File: src/rtl/uart_pkg.sv
// Shared types and constants for the UART receive/transmit blocks.
package uart_pkg;

    typedef enum logic [2:0] {
        IDLE,
        START,
        DATA,
        STOP,
        BREAK
    } uart_state_t;

    localparam int OVERSAMPLE_DEF  = 16;
    localparam int OVERSAMPLE_HALF = OVERSAMPLE_DEF / 2;
    // Wide enough to index up to 16 payload bits.
    localparam int BIT_CNT_W       = 4;

    // Rounded clock divider giving one tick per oversample period.
    function automatic int div_calc(input int clk_freq, input int baud, input int oversample);
        int den;
        den = baud * oversample;
        return (clk_freq + den / 2) / den;
    endfunction

endpackage

File: src/rtl/uart_baud_gen.sv
// Oversample tick generator: counts 0..DIV-1 and pulses tick on the last count.
// A synchronous clear realigns the count to an external event (start edge).
module uart_baud_gen #(
    parameter int DIV = 651
) (
    input  logic clk,
    input  logic rst,
    input  logic clr,
    output logic tick
);

    localparam int CNT_W = (DIV > 1) ? $clog2(DIV) : 1;

    logic [CNT_W-1:0] cnt;

    // Free-running divider, restarted by rst, clr or terminal count.
    always_ff @(posedge clk) begin
        if (rst || clr) begin
            cnt <= '0;
        end else if (tick) begin
            cnt <= '0;
        end else begin
            cnt <= cnt + CNT_W'(1);
        end
    end

    assign tick = (cnt == CNT_W'(DIV - 1));

endmodule

File: src/rtl/uart_rx.sv
// UART receiver, 8N1 by default, oversampled with centre-of-bit sampling.
//
//   state | meaning
//   IDLE  | line high, waiting for a falling edge on rx_s
//   START | counting to the start-bit centre; line high there means glitch
//   DATA  | sampling payload bits one bit period apart, LSB first
//   STOP  | sampling the stop bit; high = good byte, low = framing error
//   BREAK | line stuck low after a framing error; wait for it to rise
module uart_rx
    import uart_pkg::*;
#(
    parameter int CLK_FREQ   = 100_000_000,
    parameter int BAUD       = 9600,
    parameter int OVERSAMPLE = OVERSAMPLE_DEF,
    parameter int DATA_BITS  = 8
) (
    input  logic                 clk,
    input  logic                 rst,
    input  logic                 rx,
    output logic [DATA_BITS-1:0] rx_data,
    output logic                 rx_valid,
    output logic                 frame_err,
    output logic                 busy
);

    localparam int DIV  = div_calc(CLK_FREQ, BAUD, OVERSAMPLE);
    localparam int OS_W = $clog2(OVERSAMPLE);
    localparam logic [OS_W-1:0]      OS_LAST  = OS_W'(OVERSAMPLE - 1);
    localparam logic [OS_W-1:0]      OS_MID   = OS_W'(OVERSAMPLE / 2 - 1);
    localparam logic [BIT_CNT_W-1:0] BIT_LAST = BIT_CNT_W'(DATA_BITS - 1);

    logic                 rx_meta;
    logic                 rx_s;
    uart_state_t          state;
    uart_state_t          state_nxt;
    logic                 tick;
    logic                 baud_clr;
    logic                 os_clr;
    logic                 shift_en;
    logic                 frame_ok;
    logic                 frame_bad;
    logic [OS_W-1:0]      os;
    logic [BIT_CNT_W-1:0] bit_idx;
    logic [DATA_BITS-1:0] shift;

    uart_baud_gen #(
        .DIV (DIV)
    ) u_baud_gen (
        .clk  (clk),
        .rst  (rst),
        .clr  (baud_clr),
        .tick (tick)
    );

    // Two-flop synchroniser on the asynchronous line; idles high.
    always_ff @(posedge clk) begin
        if (rst) begin
            rx_meta <= 1'b1;
            rx_s    <= 1'b1;
        end else begin
            rx_meta <= rx;
            rx_s    <= rx_meta;
        end
    end

    // State register.
    always_ff @(posedge clk) begin
        if (rst) begin
            state <= IDLE;
        end else begin
            state <= state_nxt;
        end
    end

    // Next-state logic.
    always_comb begin
        state_nxt = state;
        case (state)
            IDLE: begin
                if (!rx_s) state_nxt = START;
            end
            START: begin
                if (tick && os == OS_MID) state_nxt = rx_s ? IDLE : DATA;
            end
            DATA: begin
                if (shift_en && bit_idx == BIT_LAST) state_nxt = STOP;
            end
            STOP: begin
                if (tick && os == OS_LAST) state_nxt = rx_s ? IDLE : BREAK;
            end
            BREAK: begin
                if (rx_s) state_nxt = IDLE;
            end
            default: state_nxt = IDLE;
        endcase
    end

    // Per-state control strobes for the datapath.
    always_comb begin
        baud_clr  = 1'b0;
        os_clr    = 1'b0;
        shift_en  = 1'b0;
        frame_ok  = 1'b0;
        frame_bad = 1'b0;
        busy      = (state != IDLE);
        case (state)
            IDLE: begin
                os_clr   = 1'b1;
                baud_clr = !rx_s;
            end
            START: begin
                if (tick && os == OS_MID) os_clr = 1'b1;
            end
            DATA: begin
                if (tick && os == OS_LAST) begin
                    os_clr   = 1'b1;
                    shift_en = 1'b1;
                end
            end
            STOP: begin
                if (tick && os == OS_LAST) begin
                    os_clr    = 1'b1;
                    frame_ok  = rx_s;
                    frame_bad = !rx_s;
                end
            end
            BREAK: begin
                os_clr = 1'b1;
            end
            default: ;
        endcase
    end

    // Oversample/bit counters, shift register and registered result pulses.
    always_ff @(posedge clk) begin
        if (rst) begin
            os        <= '0;
            bit_idx   <= '0;
            shift     <= '0;
            rx_data   <= '0;
            rx_valid  <= 1'b0;
            frame_err <= 1'b0;
        end else begin
            rx_valid  <= frame_ok;
            frame_err <= frame_bad;
            if (os_clr) begin
                os <= '0;
            end else if (tick) begin
                os <= os + OS_W'(1);
            end
            if (shift_en) begin
                bit_idx <= bit_idx + BIT_CNT_W'(1);
            end else if (state != DATA) begin
                bit_idx <= '0;
            end
            if (shift_en) begin
                shift <= {rx_s, shift[DATA_BITS-1:1]};
            end
            if (frame_ok) begin
                rx_data <= shift;
            end
        end
    end

endmodule
File: config.mk
export PLATFORM = sky130hd
export DESIGN_NAME = uart_rx
export DESIGN_NICKNAME = d
export VERILOG_FILES = /design/src/rtl/uart_pkg.sv /design/src/rtl/uart_baud_gen.sv /design/src/rtl/uart_rx.sv
export SDC_FILE = /design/constraint.sdc
export NUM_CORES = 1
export LEC_CHECK = 0
export BUFFER_PORTS_ARGS = -buffer_cell sky130_fd_sc_hd__buf_2
export CORE_UTILIZATION = 31
export DETAILED_ROUTE_END_ITERATION = 12
export PLACE_DENSITY = 0.57
export SYNTH_ARGS = -nofsm -noshare
export SYNTH_HDL_FRONTEND = slang
export SYNTH_SLANG_ARGS = --single-unit
File: constraint.sdc
create_clock -name clk -period 1.4 [get_ports clk]
set_input_delay 0.14 -clock clk [delete_from_list [all_inputs] [get_ports clk]]
set_output_delay 0.14 -clock clk [all_outputs]
set_load 0.02 [all_outputs]
**Word level (Yosys, flattened, before mapping)**

Index checks and enable logic that the tools add are counted.

- Div/mod/pow operators: 0
- Bitwise gates (word level): 2
- Shift-type cells: 0
- Reduce and logical (&&, ||, !) cells: 14
- Eq/ne operators: 14
- $add $sub $neg: 3
- Magnitude comparators: 0
- Multiplexer cells: 17
- $mul: 0

Operators with widths:

| kind | number |
|---|---|
| 3-bit two-way mux | 6 |
| 3-bit one-hot mux with 5 select lines | 1 |
| 10-bit by 1-bit adder with 10-bit output (second input constant) | 1 |
| 10-bit equality test (second input constant) | 1 |
| 2-bit inequality test (second input constant) | 5 |
| 4-bit by 1-bit adder with 4-bit output (second input constant) | 2 |
| 4-bit by 3-bit equality test with 1-bit output (second input constant) | 2 |
| 4-bit two-way mux | 2 |
| 2-bit OR reduction | 4 |
| 3-bit by 2-bit equality test with 1-bit output (second input constant) | 2 |
| 1-bit two-way mux | 6 |
| 5-bit AND reduction | 1 |
| 4-bit equality test (second input constant) | 1 |
| 3-bit by 1-bit equality test with 1-bit output (second input constant) | 1 |
| 3-bit equality test (second input constant) | 1 |
| 1-bit logical AND | 3 |
| 3-bit zero test | 1 |
| 3-bit by 2-bit inequality test with 1-bit output (second input constant) | 1 |
| 1-bit one-hot mux with 3 select lines | 1 |
| 3-bit nonzero test | 1 |
| 3-bit OR reduction | 1 |
| 2-bit two-way mux | 1 |
| 1-bit inverter | 2 |
| 2-bit nonzero test | 1 |
| other kinds (2) | 2 |

- Bits in writable memories: 0
- Input port bits: 3
- ROM bits: 0
- Bits in latches: 0
- Bits in registers: 41
- Word-level logic and storage cells: 60
- Output and inout bits: 11
- Memories kept: 0

**Logic depth before layout (Yosys ltp)**

Gate-level depths: netlist (run 1).

- Word-level depth: 7
- Gate-level depth with buffers: 8
- Mapped depth without buffers: 6

**By module**

A second synthesis (run 1) with hierarchy kept.

- Cell total of the unflattened synthesis: 186
- Area, all modules: 1,795.5 sq um

By module, submodules not included:

| module | cells an instance | instances | area an instance (sq um) |
|---|---|---|---|
| uart_rx | 135 | 1 | 1,332.5 |
| uart_baud_gen | 51 | 1 | 462.9 |

**Worst setup path before layout (run 1)**

OpenSTA, ideal clock, no wires.

- Kind: register -> register
- From: register u_baud_gen.cnt[0]
- To: register os[0]
- Path slack: -0.133 ns
- Cell stages (with the launch flop): 7
- Data arrival time: 1.402 ns
- Cell sequence: dfxtp_1 -> inv_1 -> ha_1 -> and3b_1 -> nand3_2 -> o41ai_2 -> nor2_1

- Word-level cells in the longest chain between the ends: 5

RTL lines:

| what | RTL line | RTL |
|---|---|---|
| start, declared | uart_baud_gen.sv:14 | `logic [CNT_W-1:0] cnt;` |
| start signal, assigned | uart_baud_gen.sv:23 | `cnt <= cnt + CNT_W'(1);` |
| 10-bit equality test * | uart_baud_gen.sv:27 | `assign tick = (cnt == CNT_W'(DIV - 1));` |
| 1-bit logical AND, on equally long branches | uart_rx.sv:115, uart_rx.sv:121, uart_rx.sv:112 |  |
| 1-bit two-way mux, on equally long branches | uart_rx.sv:115, uart_rx.sv:121, uart_rx.sv:112 |  |
| 1-bit one-hot mux with 3 select lines | uart_rx.sv:106 | `case (state)` |
| 2-bit OR reduction (no line) | -- |  |
| end signal, assigned | uart_rx.sv:149 | `os <= os + OS_W'(1);` |
| end, declared | uart_rx.sv:42 | `logic [OS_W-1:0] os;` |

Mark *: on every way between the ends. The rest lies on a longest branch, timed or not.
A chain may end at the register's enable or synchronous reset.

**Worst setup path after layout (run 1)**

- From: register u_baud_gen.cnt[0]
- To: register state[0]

- Word-level cells in the longest chain between the ends: 7

RTL lines:

| what | RTL line | RTL |
|---|---|---|
| 10-bit equality test * | uart_baud_gen.sv:27 |  |
| 1-bit logical AND | uart_rx.sv:89, uart_rx.sv:115 |  |
| 1-bit two-way mux | uart_rx.sv:115 | `if (tick && os == OS_LAST) begin` |
| 1-bit two-way mux | uart_rx.sv:106 |  |
| 1-bit logical AND | uart_rx.sv:86 | `if (shift_en && bit_idx == BIT_LAST) state_nxt = STOP;` |
| 2-bit inequality test (no line) | -- |  |
| 5-bit AND reduction (no line) * | -- |  |
| end signal, assigned | uart_rx.sv:71 | `state <= state_nxt;` |
| end, declared | uart_rx.sv:34 | `uart_state_t state;` |

Marked as above.

==> run_results.csv, run 1 <==
group,metric,value,unit
status,run_status,"finished, violations left",
status,violations,"negative setup slack",
cells_and_area,n_antenna_cell,0,
power,peakVddDrop,0.4470,mV
cells_and_area,post-route-cell-area,2502,sq um
sta,tightest_slew,0.3532,ns
sta,tns,-0.4971,ns
synthesis,async_flop_share,0,%
synthesis,synth_ff_type,"dfxtp_1",
worst_setup_path,required,1.61,ns
synthesis,synthCells,208,
global_route,grt.overflow.total,0,
clock_tree,cts_buffers,5,
detailed_routing,routed-via-count,1614,
placed_design,pre_cts_ws,-0.1004,ns
synthesis,synth_edf_count,0,
worst_setup_path,reg2reg_to,"state[0]",
global_route,antenna_found_initial,0,
clock_tree,cts-root-buf,"clkbuf_8",
clock_tree,path_clk_slew,0.08,ns
detailed_routing,drt_iter0_drc,51,
power,leakage,0.8910,nW
placed_design,numPortBuffers,13,
worst_setup_path,cp-end-kind,"flop",
sta,setup_viol,21,
cells_and_area,drive_gt1_share,41.67,%
clock_tree,clock_path_buffers,2,
sta,whs,0.03037,ns
sta,period_minus_slack,1.510,ns
synthesis,ys_warn_count,0,
worst_setup_path,ff2ff_path_depth,6,
synthesis,ys_seq_area_share,45.34,%
sta,fin_skew,0.01026,ns
worst_setup_path,r2r_setup_slack,-0.11,ns
synthesis,yosys_register_bits,41,
worst_setup_path,path_delay_family,"compound AO/OA/AOI/OAI gates",
cells_and_area,syn2layout_area_growth,38.22,%
clock_tree,cts_tree,"built",
worst_setup_path,max_stage_delay,0.32,ns
die,die_x,78.42,microns
worst_setup_path,path_max_fanout,5,
min_path,hold_depth,2,
cells_and_area,final_cell_mix,"38 x dfxtp_1, 31 x buf_4, 21 x nor2_1",
synthesis,syn_nets,215,
worst_setup_path,path_cells,"inv_2 -> ha_4 -> and3b_2 -> nand4_4 -> a211o_1 -> a211oi_2",
power,p_per_area,907.5,nW/um^2
clock_tree,ctsHtreeMaxLevel,2,
worst_setup_path,crit_buf_inv,1,
sta,setup_slack,-0.1102,ns
sta,slew_violations,0,
worst_setup_path,startpoint,"u_baud_gen.cnt[0]",
die,core_area,5574,sq um
die,ioPinCount,14,
worst_setup_path,worst_path_max_delay_cell,"dfxtp_2",
synthesis,avgSynthCellArea,8.704,sq um
cells_and_area,fillers,560,
worst_setup_path,r2r_start,"u_baud_gen.cnt[0]",
die,die_area,6150,sq um
min_path,holdPathEnd,"rx_meta",
worst_setup_path,arrival,1.72,ns
sta,max_freq,662.1,MHz
clock_tree,insertion_delay,0.29,ns
sta,timing.final.crit_share,107.9,%
flow_run,maxCapViolCount,0,
synthesis,synth_cell_type_count,41,
sta,relSlewSlack,76.24,%
cells_and_area,final_common_cell,"dfxtp_1",
worst_setup_path,crit_cells,6,
detailed_routing,drc,0,
worst_setup_path,start_kind,"flop",
min_path,hold_start,"rx",
die,rows,27,
detailed_routing,first_pass_iters,4,
sta,rsz0062_at_grt,"true",
cells_and_area,final_util,44.89,%
global_route,gr-usage-all-layers,14.11,%
placed_design,gp_congestion,0.7748,
worst_setup_path,path_class,"flop to flop",
min_path,min_path_type,"input pin to flop",
global_route,grt_max_degree,18,
synthesis,synth_area,1810,sq um
die,die_height,78.42,microns
cells_and_area,layout.nets,259,
detailed_routing,routed_wl,4003,microns
placed_design,dp_hpwl,2839,microns
global_route,grt_pass1_vias,1547,
die,initial_utilization,32.48,%
clock_tree,clock_sinks,41,
global_route,grt_pass1_wl,6837,microns
placed_design,dpl_cell_area,2193,sq um
detailed_routing,routedWlPerCell,12.35,microns
detailed_routing,viasPerCell,4.981,
clock_tree,cts_hold_buf,0,
detailed_routing,ant_nets,0,
sta,hold_viol,0,
==> where the power goes <==
| part | total (mW) | switching (mW) | internal, mW |
|---|---|---|---|
| logic | 0.173 | 0.0958 | 0.0767 |
| registers | 1.20 | 0.0144 | 1.18 |
| clock network | 0.903 | 0.384 | 0.518 |
==> repair_timing <==
action | CTS | global route
buffers inserted | 2 | 0
setup endpoints to repair | 28 | 40
pin swaps | 20 | 16
gates cloned | 0 | 0
gates resized for setup | 26 | 29
==> cell usage after synthesis, types with 2 or more instances <==
cell type   n  share of area [%]
or3b_2      2               0.97
nor4_1      2               0.69
buf_2       5                1.4
nor2_1     21                4.4
clkbuf_1    6                1.2
o21ai_0    20                5.5
and3_1      3                1.0
ha_1        4                2.8
dfxtp_1    41                 45
nand3_1    21                5.8
xor2_1      6                2.9
xnor2_1     7                3.4
nand2_1    11                2.3
buf_6       2                1.2
inv_1       4               0.83
nand4_1     2               0.69
nor3_1      5                1.4
a21oi_1    20                5.5
or2_2       2               0.69
or3_1       3                1.0
==> final cells by class <==
cell class / count / area (sq um) / area share (%)
inverter: 4 / 15.01 / 0.6000
clock inverter: 2 / 35.03 / 1.400
sequential: 41 / 824.5 / 32.95
clock buffer: 5 / 68.82 / 2.750
tap: 72 / 90.09 / 3.600
multi-input combinational: 150 / 1090 / 43.55
timing repair buffer: 50 / 379.1 / 15.15
==> per-layer routing <==
layer / wire (microns) / track usage (%)
met1: 1793 / 16.10
met2: 1997 / 24.82
met3: 111 / 3.488
met4: 101 / 6.111
met5: 0 / 0
==> worst max-delay path by stage <==
stage | end
after floorplan | shift[7]
final | state[0]
after global routing | state[0]
after CTS | os[2]
after detailed placement | shift[5]
after global placement | state[0]
==> kinds of logic (layout without fill, tap and decap cells) <==
group | Yosys count | after routing | synth area share (%)
compound gates | 48 | 48 | 15.21
xor+xnor | 13 | 13 | 6.289
buf+inv | 17 | 61 | 4.699
mux | 1 | 1 | 0.5529
simple gates | 84 | 84 | 25.16
fa+ha+maj | 4 | 4 | 2.764
flops | 41 | 41 | 45.34
==> through the flow <==
stage          std cells  total power, mW
5_1_grt              324            2.381
3_5_place_dp         315            1.370
4_1_cts              324            2.298
2_1_floorplan        208            1.312
6_report             324            2.271
3_3_place_gp         315            1.367
==> registers in the layout, indices dropped and copies added, names as in the netlist <==
name,flops
os,4
bit_idx,4
rx_data,8
frame_err,1
shift,8
rx_meta,1
state,3
u_baud_gen.cnt,10
rx_valid,1
rx_s,1
Note: power is estimated with default switching activity, not from simulation.
==> inputs of run 2 (changes only) <==
--- a/config.mk
+++ b/config.mk
@@ -9,6 +9,7 @@
 export CORE_UTILIZATION = 31
 export DETAILED_ROUTE_END_ITERATION = 12
 export PLACE_DENSITY = 0.57
+export REMOVE_ABC_BUFFERS = 1
 export SYNTH_ARGS = -nofsm -noshare
 export SYNTH_HDL_FRONTEND = slang
 export SYNTH_SLANG_ARGS = --single-unit
==> run 2 against run 1 <==
Via count grew 1.7%; maximum frequency decreased by 0.17%; sequential power about the same; critical endpoint is now rx_data[7]; sequential share of layout area decreased by 1.6 points; highest routed layer unchanged; the flow still finishes with violations (negative setup slack).
==> run_results.csv, run 2 (synthesized netlist as in run 1, its figures left out) <==
group,metric,value,unit
min_path,hold_start,"rx",
worst_setup_path,start_kind,"flop",
die,die_height,78.42,microns
sta,timing.final.crit_share,108.1,%
sta,whs,0.02460,ns
global_route,antenna_found_initial,0,
sta,period_minus_slack,1.513,ns
worst_setup_path,r2r_start,"u_baud_gen.cnt[0]",
clock_tree,ctsHtreeMaxLevel,2,
detailed_routing,routed-via-count,1642,
global_route,grt_pass1_wl,6941,microns
placed_design,post-place-cells,318,
worst_setup_path,reg2reg_to,"rx_data[7]",
worst_setup_path,cp-end-kind,"flop",
power,peakVddDrop,0.8907,mV
flow_run,maxCapViolCount,0,
global_route,gr-usage-all-layers,14.70,%
cells_and_area,drive_gt1_share,43.51,%
power,p_total,2.530,mW
detailed_routing,first_pass_iters,4,
clock_tree,path_clk_slew,0.08,ns
sta,fin_skew,0.01130,ns
clock_tree,cts_buffers,5,
cells_and_area,largest_reg_flops,10,
global_route,grt_max_degree,19,
worst_setup_path,r2r_setup_slack,-0.11,ns
detailed_routing,drt_iter0_drc,74,
cells_and_area,final_cell_mix,"38 x buf_4, 36 x dfxtp_1, 21 x nor2_1",
clock_tree,cts-root-buf,"clkbuf_8",
sta,setup_viol,37,
min_path,min_path_type,"input pin to flop",
worst_setup_path,arrival,1.74,ns
clock_tree,clock_sinks,41,
sta,relSlewSlack,73.14,%
status,violations,"negative setup slack",
placed_design,dpl_cell_area,2193,sq um
sta,setup_slack,-0.1128,ns
die,die_x,78.42,microns
global_route,grt.overflow.total,0,
cells_and_area,syn2layout_area_growth,45.96,%
sta,rsz0062_at_grt,"true",
placed_design,numPortBuffers,13,
cells_and_area,post-route-cell-area,2643,sq um
die,ioPinCount,14,
placed_design,gp_congestion,0.8075,
sta,hold_viol,0,
sta,max_freq,661.0,MHz
sta,slew_violations,0,
clock_tree,clock_path_buffers,2,
detailed_routing,viasPerCell,4.916,
worst_setup_path,required,1.63,ns
status,run_status,"finished, violations left",
placed_design,dp_hpwl,2832,microns
cells_and_area,top_regs,"u_baud_gen.cnt x10, rx_data x8, shift x8",
die,core_area,5574,sq um
power,p_per_area,957.4,nW/um^2
cells_and_area,final_common_cell,"buf_4",
worst_setup_path,path_class,"flop to flop",
worst_setup_path,ff2ff_path_depth,7,
placed_design,pre_cts_ws,-0.2112,ns
detailed_routing,drc,0,
cells_and_area,layout.nets,268,
cells_and_area,n_antenna_cell,0,
clock_tree,cts_tree,"built",
cells_and_area,fin_cells,334,
min_path,hold_depth,2,
power,leakage,0.9652,nW
min_path,holdPathEnd,"rx_meta",
worst_setup_path,path_max_fanout,7,
die,rows,27,
detailed_routing,ant_nets,0,
cells_and_area,top_register,"u_baud_gen.cnt",
sta,tightest_slew,0.4030,ns
global_route,grt_pass1_vias,1569,
die,initial_utilization,32.48,%
die,die_area,6150,sq um
clock_tree,insertion_delay,0.30,ns
detailed_routing,routedWlPerCell,12.88,microns
detailed_routing,routed_wl,4303,microns
run 2: critical path, cell delays in order (launching register included):
cell and delay, ns:
dfxtp_2 0.33, inv_2 0.06, ha_4 0.13, and3b_2 0.25, and4_4 0.31, buf_12 0.15, nand3_1 0.09, a21oi_2 0.14
run 2: layout make-up:
| cell class | instances | area, sq um |
|---|---|---|
| clock inverter | 3 | 65.06 |
| sequential | 41 | 829.5 |
| multi-input combinational | 150 | 1096 |
| timing repair buffer | 59 | 478.0 |
| inverter | 4 | 15.01 |
| fill | 523 | 2932 |
| clock buffer | 5 | 68.82 |
| tap | 72 | 90.09 |
run 2: report_power, final:
| part | leakage [nW] | internal (mW) | switching (mW) | total (mW) |
|---|---|---|---|---|
| registers | 0.334 | 1.18 | 0.0145 | 1.20 |
| logic | 0.563 | 0.101 | 0.101 | 0.203 |
| clock network | 0.0681 | 0.709 | 0.424 | 1.13 |
run 2: timing repair:
item	CTS	global route
hold buffers	0	0
gates cloned	0	1
gates resized for setup	28	32
setup buffers	5	2
endpoints found under the setup margin	38	38
pin swaps	22	17
run 2: how the worst max path moves through the flow:
stage | startpoint | to | slack, ns | depth (start not counted)
2_1_floorplan | u_baud_gen.cnt[0] | state[0] | -0.30 | 6
3_3_place_gp | u_baud_gen.cnt[0] | rx_data[5] | -0.17 | 7
3_5_place_dp | u_baud_gen.cnt[0] | rx_data[7] | -0.21 | 7
4_1_cts | u_baud_gen.cnt[0] | os[0] | -0.06 | 7
5_1_grt | u_baud_gen.cnt[0] | rx_data[7] | -0.16 | 7
6_report | u_baud_gen.cnt[0] | rx_data[7] | -0.11 | 7
run 2: stage by stage:
step / TNS, ns / util (%)
3_3_place_gp: -4.236 / 39.35
2_1_floorplan: -4.966 / -
6_report: -1.978 / 47.41
3_5_place_dp: -5.312 / 39.35
4_1_cts: -0.7115 / 44.62
5_1_grt: -4.453 / 47.41
run 2: routing by layer:
metal  share of wire [%]  GRT usage, %
met1                  45         17.33
met2                  51         24.65
met3                 2.2         3.488
met4                 2.0         7.778
met5                   0             0
